## src/rtl/eth_tx_arbiter.sv

```systemverilog
// eth_tx_arbiter: two-requester round-robin arbiter in front of a shared
// Ethernet frame generator. It owns the IDLE/START/ACTIVE/IPG sequencing,
// the inter-packet gap timing and the payload stream multiplexing.
//
// Optional feature: define ETH_TX_ARBITER_STATS_EN to get per-requester
// 16-bit completed-frame counters on frames0/frames1. Without it the ports
// are still present and are tied to zero.
module eth_tx_arbiter #(
    parameter int IPG_DIBITS = 48,
    parameter int BYTE_LEN   = 8
) (
    input  logic                clk,
    input  logic                rst_n,
    input  logic [1:0]          req,
    output logic [1:0]          grant,
    input  logic [BYTE_LEN-1:0] in0,
    input  logic [BYTE_LEN-1:0] in1,
    input  logic                inclk0,
    input  logic                inclk1,
    input  logic                in_done0,
    input  logic                in_done1,
    output logic                upstream_readclk0,
    output logic                upstream_readclk1,
    output logic                gen_start,
    output logic [BYTE_LEN-1:0] gen_in,
    output logic                gen_inclk,
    output logic                gen_in_done,
    input  logic                gen_upstream_readclk,
    input  logic                gen_done,
    output logic                busy,
    output logic [15:0]         frames0,
    output logic [15:0]         frames1
);

    typedef enum logic [1:0] {
        IDLE   = 2'd0,
        START  = 2'd1,
        ACTIVE = 2'd2,
        IPG    = 2'd3
    } state_e;

    // Counter reload value: the gap counter counts down to zero, so the
    // last IPG cycle is the one where it reads zero.
    localparam int         IPG_M1   = (IPG_DIBITS > 0) ? (IPG_DIBITS - 1) : 0;
    localparam logic [7:0] IPG_LOAD = 8'(IPG_M1);

    state_e     state_q, state_d;
    logic [1:0] grant_q, grant_d;
    logic       gen_start_q, gen_start_d;
    logic       busy_q, busy_d;
    logic [7:0] ipg_cnt_q, ipg_cnt_d;
    logic       last_q, last_d;   // index of the requester granted most recently
    logic [1:0] pick_s;

    // Round-robin choice: with both requesting, favour the one not served last.
    function automatic logic [1:0] rr_pick(input logic [1:0] r, input logic last);
        logic [1:0] g;
        case (r)
            2'b01:   g = 2'b01;
            2'b10:   g = 2'b10;
            2'b11:   g = last ? 2'b01 : 2'b10;
            default: g = 2'b00;
        endcase
        return g;
    endfunction

    // Candidate grant for whenever an arbitration point is reached.
    always_comb begin
        pick_s = rr_pick(req, last_q);
    end

    // Next-state, grant and gap-counter logic.
    always_comb begin
        state_d   = state_q;
        grant_d   = grant_q;
        ipg_cnt_d = ipg_cnt_q;
        last_d    = last_q;
        case (state_q)
            IDLE: begin
                if (req != 2'b00) begin
                    grant_d = pick_s;
                    last_d  = pick_s[1];
                    state_d = START;
                end else begin
                    state_d = IDLE;
                end
            end
            START: begin
                state_d = ACTIVE;
            end
            ACTIVE: begin
                if (gen_done) begin
                    grant_d = 2'b00;
                    if (IPG_DIBITS == 0) begin
                        // No gap: arbitrate straight away, as IDLE would.
                        if (req != 2'b00) begin
                            grant_d = pick_s;
                            last_d  = pick_s[1];
                            state_d = START;
                        end else begin
                            state_d = IDLE;
                        end
                    end else begin
                        ipg_cnt_d = IPG_LOAD;
                        state_d   = IPG;
                    end
                end else begin
                    state_d = ACTIVE;
                end
            end
            IPG: begin
                if (ipg_cnt_q == 8'd0) begin
                    if (req != 2'b00) begin
                        grant_d = pick_s;
                        last_d  = pick_s[1];
                        state_d = START;
                    end else begin
                        state_d = IDLE;
                    end
                end else begin
                    ipg_cnt_d = ipg_cnt_q - 8'd1;
                end
            end
            default: begin
                state_d = IDLE;
                grant_d = 2'b00;
            end
        endcase
        gen_start_d = (state_d == START);
        busy_d      = (state_d != IDLE);
    end

    // Control state registers.
    always_ff @(posedge clk or negedge rst_n) begin
        if (!rst_n) begin
            state_q     <= IDLE;
            grant_q     <= 2'b00;
            gen_start_q <= 1'b0;
            busy_q      <= 1'b0;
            ipg_cnt_q   <= 8'd0;
            last_q      <= 1'b1;
        end else begin
            state_q     <= state_d;
            grant_q     <= grant_d;
            gen_start_q <= gen_start_d;
            busy_q      <= busy_d;
            ipg_cnt_q   <= ipg_cnt_d;
            last_q      <= last_d;
        end
    end

    assign grant     = grant_q;
    assign gen_start = gen_start_q;
    assign busy      = busy_q;

    // Zero-latency payload mux from the current owner; nothing when unowned.
    always_comb begin
        gen_in      = {BYTE_LEN{1'b0}};
        gen_inclk   = 1'b0;
        gen_in_done = 1'b0;
        case (grant_q)
            2'b01: begin
                gen_in      = in0;
                gen_inclk   = inclk0;
                gen_in_done = in_done0;
            end
            2'b10: begin
                gen_in      = in1;
                gen_inclk   = inclk1;
                gen_in_done = in_done1;
            end
            default: begin
                gen_in      = {BYTE_LEN{1'b0}};
                gen_inclk   = 1'b0;
                gen_in_done = 1'b0;
            end
        endcase
    end

    assign upstream_readclk0 = gen_upstream_readclk & grant_q[0];
    assign upstream_readclk1 = gen_upstream_readclk & grant_q[1];

`ifdef ETH_TX_ARBITER_STATS_EN
    logic [15:0] frames0_q, frames0_d;
    logic [15:0] frames1_q, frames1_d;
    logic        frame_end_s;

    // Count a frame when the generator finishes while a requester owns it.
    always_comb begin
        frame_end_s = (state_q == ACTIVE) && gen_done;
        frames0_d   = frames0_q;
        frames1_d   = frames1_q;
        if (frame_end_s && grant_q[0]) begin
            frames0_d = frames0_q + 16'd1;
        end else begin
            frames0_d = frames0_q;
        end
        if (frame_end_s && grant_q[1]) begin
            frames1_d = frames1_q + 16'd1;
        end else begin
            frames1_d = frames1_q;
        end
    end

    // Frame counter registers, wrapping naturally at 16 bits.
    always_ff @(posedge clk or negedge rst_n) begin
        if (!rst_n) begin
            frames0_q <= 16'd0;
            frames1_q <= 16'd0;
        end else begin
            frames0_q <= frames0_d;
            frames1_q <= frames1_d;
        end
    end

    assign frames0 = frames0_q;
    assign frames1 = frames1_q;
`else
    assign frames0 = 16'd0;
    assign frames1 = 16'd0;
`endif

endmodule
```

## config.mk

```make
export PLATFORM = sky130hd
export DESIGN_NAME = eth_tx_arbiter
export DESIGN_NICKNAME = d
export VERILOG_FILES = /design/src/rtl/eth_tx_arbiter.sv
export SDC_FILE = /design/constraint.sdc
export NUM_CORES = 1
export LEC_CHECK = 0
export BUFFER_PORTS_ARGS = -buffer_cell sky130_fd_sc_hd__clkbuf_2
export CAP_MARGIN = 15
export CORE_MARGIN = 5
export CORE_UTILIZATION = 40
export DETAILED_ROUTE_END_ITERATION = 7
export PLACE_DENSITY = 0.85
export SETUP_SLACK_MARGIN = 0.2
export SLEW_MARGIN = 20
export SYNTH_ARGS = -nofsm -noshare
export SYNTH_HDL_FRONTEND = slang
export SYNTH_SLANG_ARGS = --single-unit
```

## constraint.sdc

```tcl
create_clock -name clk -period 4.35 [get_ports clk]
set_input_delay 0.435 -clock clk [delete_from_list [all_inputs] [get_ports clk]]
set_output_delay 0.435 -clock clk [all_outputs]
set_load 0.005 [all_outputs]
```

==> metrics <==
status finished, final reports clean; Fillers approximately 290; register bit total from synthesis 15; largest net degree at the start of global routing 16; Reg2Reg Launch Point ipg_cnt_q[5]$_DFFE_PN0P_; global-route wire length before repair 4.084 mm; Post-Synthesis Cell Area 1225 µm²; wire length on met3 just over 300 µm; EDFF count, synth 0; most frequent cell after synthesis buf_4; # DRC 0; initial antenna violation count 0; dominant cell type by area after synthesis dfrtp_1; largest family of logic cells by synthesized area buffers and inverters; clk slew on worst S/H paths 0.09 ns; die area 4269 µm²; Synth Area in Simple Gates 20.74%; Routed met1 length roughly 1.0 mm; core footprint roughly 3000 µm²; compound-gate portion of the synthesized area 18.39%; top_reg_cell synth dfrtp_1; final WL 2.569 mm; worst slew pin tran between 0.8 and 0.9 ns; drt via density roughly 4.9; # setup viols final 0; crit-path max FO 6; dpl cells 214; Pwr Total 0.5834 mW; clk root buf clkbuf_4; CTS Sinks 15; Port Buffer Count 41; first-iteration detailed-routing DRC count 50; worst setup margin 2.360 ns; post-CTS setup buffer count 0; RSZ-0062 raised after global routing false; Final TNS setup 0 ns; Worst setup EP type flop; fmax 502.5 MHz; Max-cap violations 0; CTS tree done; worst rel slew slack a little under half; gr usage total 11.78%; fin. max-slew vios 0; Worst Setup Path Type reg2reg; antenna cells 0; total CTS buffers 3; Std-Cell Rows 20; Synth Area in Adders 4.086%; CTS H-Tree Depth 1; Place WS 2.432 ns; post-synthesis mux area share 1.736%; post_cts resized 0; Die W 65.34 µm; hold crit path type in2async; HPWL Detailed 2.117 mm; Fin. Hold Viols 0; Leak 0.7172 nW; synth cell count leaders 33 x buf_4, 17 x nor2_1, 14 x dfrtp_1; DR vias approximately 1100; CP required 4.58 ns; crit share post-route approximately 46%; fin crit period around 2.0 ns; Mapped Cells 145; clock buffer depth 2; GP Congestion 0.9121; Final ANT Viol Nets 0; Yosys top cell area share approximately 29%; share of cells above drive strength 1 ~28%; CP Data Arrival Time 2.22 ns; WL met2 1.176 mm; clk_skew 0.006367 ns; NumNets Final 216; Synth Area in XOR/XNOR 0.7150%; maximum vdd drop 0.2527 mV; Synth area leaders dfrtp_1 29%, buf_4 20%, a22oi_1 6.1%; sequential fraction of the synthesis area 30.75%; I/O pin count 74; vias in the first global route 923; Clock Latency Late Sink 0.30 ns; Post-Syn Area per Cell 8.448 µm²; Worst Setup SP ipg_cnt_q[5]$_DFFE_PN0P_; area of the multi-input gates 679.4 µm²; Post-Layout Cell Count 218; first-pass iteration count of the detailed router 4; register area 376.6 µm²; WL per Instance about 12 µm; CP startpoint kind flop; global route overflow 0; Async S/R FF share, synth 100.0%; top layer in use met4; Unique masters post-synth 37; Syn-to-layout area delta 10.73%; die height 65.34 µm; Initial Util 40.79%; # hold bufs at CTS 0; Yosys Warn Count 0; Power Density 430.1 nW/µm²
-- registers in the layout (all words and copies together), names as in the netlist --
signal,flops
busy,1
gen_start,1
grant,2
ipg_cnt_q,8
last_q,1
state_q,2
-- where the power goes --
| group | total, mW | internal (mW) | switching, mW |
|---|---|---|---|
| Sequential | 0.225 | 0.179 | 0.0462 |
| Combinational | 0.275 | 0.128 | 0.147 |
| Clock | 0.0832 | 0.0343 | 0.0488 |
-- kinds of logic (layout without fill, tap and decap cells) --
kind of cell,after synthesis,in the layout
AND/OR/NAND/NOR,47,47
buffers and inverters,43,52
AO/OA/AOI/OAI,32,32
flip-flops,15,15
adder cells (fa/ha/maj),4,4
multiplexers,2,2
other,1,32
XOR/XNOR,1,1
-- path summary, 6_finish.rpt --
kind	endpoint	slack [ns]	cells after the start
hold / removal	grant[0]$_DFFE_PN0P_	0.03	1
min in group clk	grant[0]$_DFFE_PN0P_	0.40	3
hold reg to reg	ipg_cnt_q[6]$_DFFE_PN0P_	0.55	1
setup / recovery	ipg_cnt_q[3]$_DFFE_PN0P_	2.36	4
setup reg to reg	ipg_cnt_q[3]$_DFFE_PN0P_	2.36	4
max in group asynchronous	last_q$_DFFE_PN1P_	4.02	1
-- metal layers --
metal  global-route usage (%)  vias to the layer above
met5                        0                        -
li1                         -                      522
met3                    1.709                        3
met4                    4.663                        0
met2                    18.46                       67
met1                    16.26                      479
-- worst max-delay path: stages, from the launching register on --
cell and delay [ns]:
dfrtp_1 0.43, nor4_1 0.73, a31oi_1 0.36, and4_1 0.29, o21ai_1 0.10
-- area by class of cell --
class                      instances  area share, %
timing repair buffer              41          15.13
inverter                           7          1.937
clock buffer                       3          1.661
tap                               33          3.044
clock inverter                     1         0.3690
sequential                        15          27.77
multi-input combinational        118          50.09
-- placed cells by master (no fill, tap or decap), types with 2 or more instances in the layout --
| cell | instances |
|---|---|
| o21ai_0 | 4 |
| nand3b_1 | 2 |
| conb_1 | 32 |
| a31oi_1 | 4 |
| nand3_1 | 2 |
| inv_1 | 7 |
| nand2_1 | 12 |
| a22oi_1 | 10 |
| and4_1 | 2 |
| a21oi_1 | 3 |
| dfrtp_1 | 14 |
| a211oi_1 | 2 |
| ha_1 | 4 |
| clkbuf_2 | 41 |
| nor2_1 | 17 |
| clkbuf_4 | 3 |
| nor2b_1 | 2 |
| o41ai_1 | 2 |
| and2_1 | 4 |
-- metrics by stage --
step           hold slack [ns]  instance area, µm²  utilization [%]
3_3_place_gp            0.3658                1329            44.25
6_report               0.02596                1356            45.17
5_1_grt                0.04945                1356            45.17
3_5_place_dp            0.3638                1329            44.25
2_1_floorplan           0.1394                1341                -
4_1_cts                0.03057                1356            45.17
Note: power is estimated with default switching activity, not from simulation.
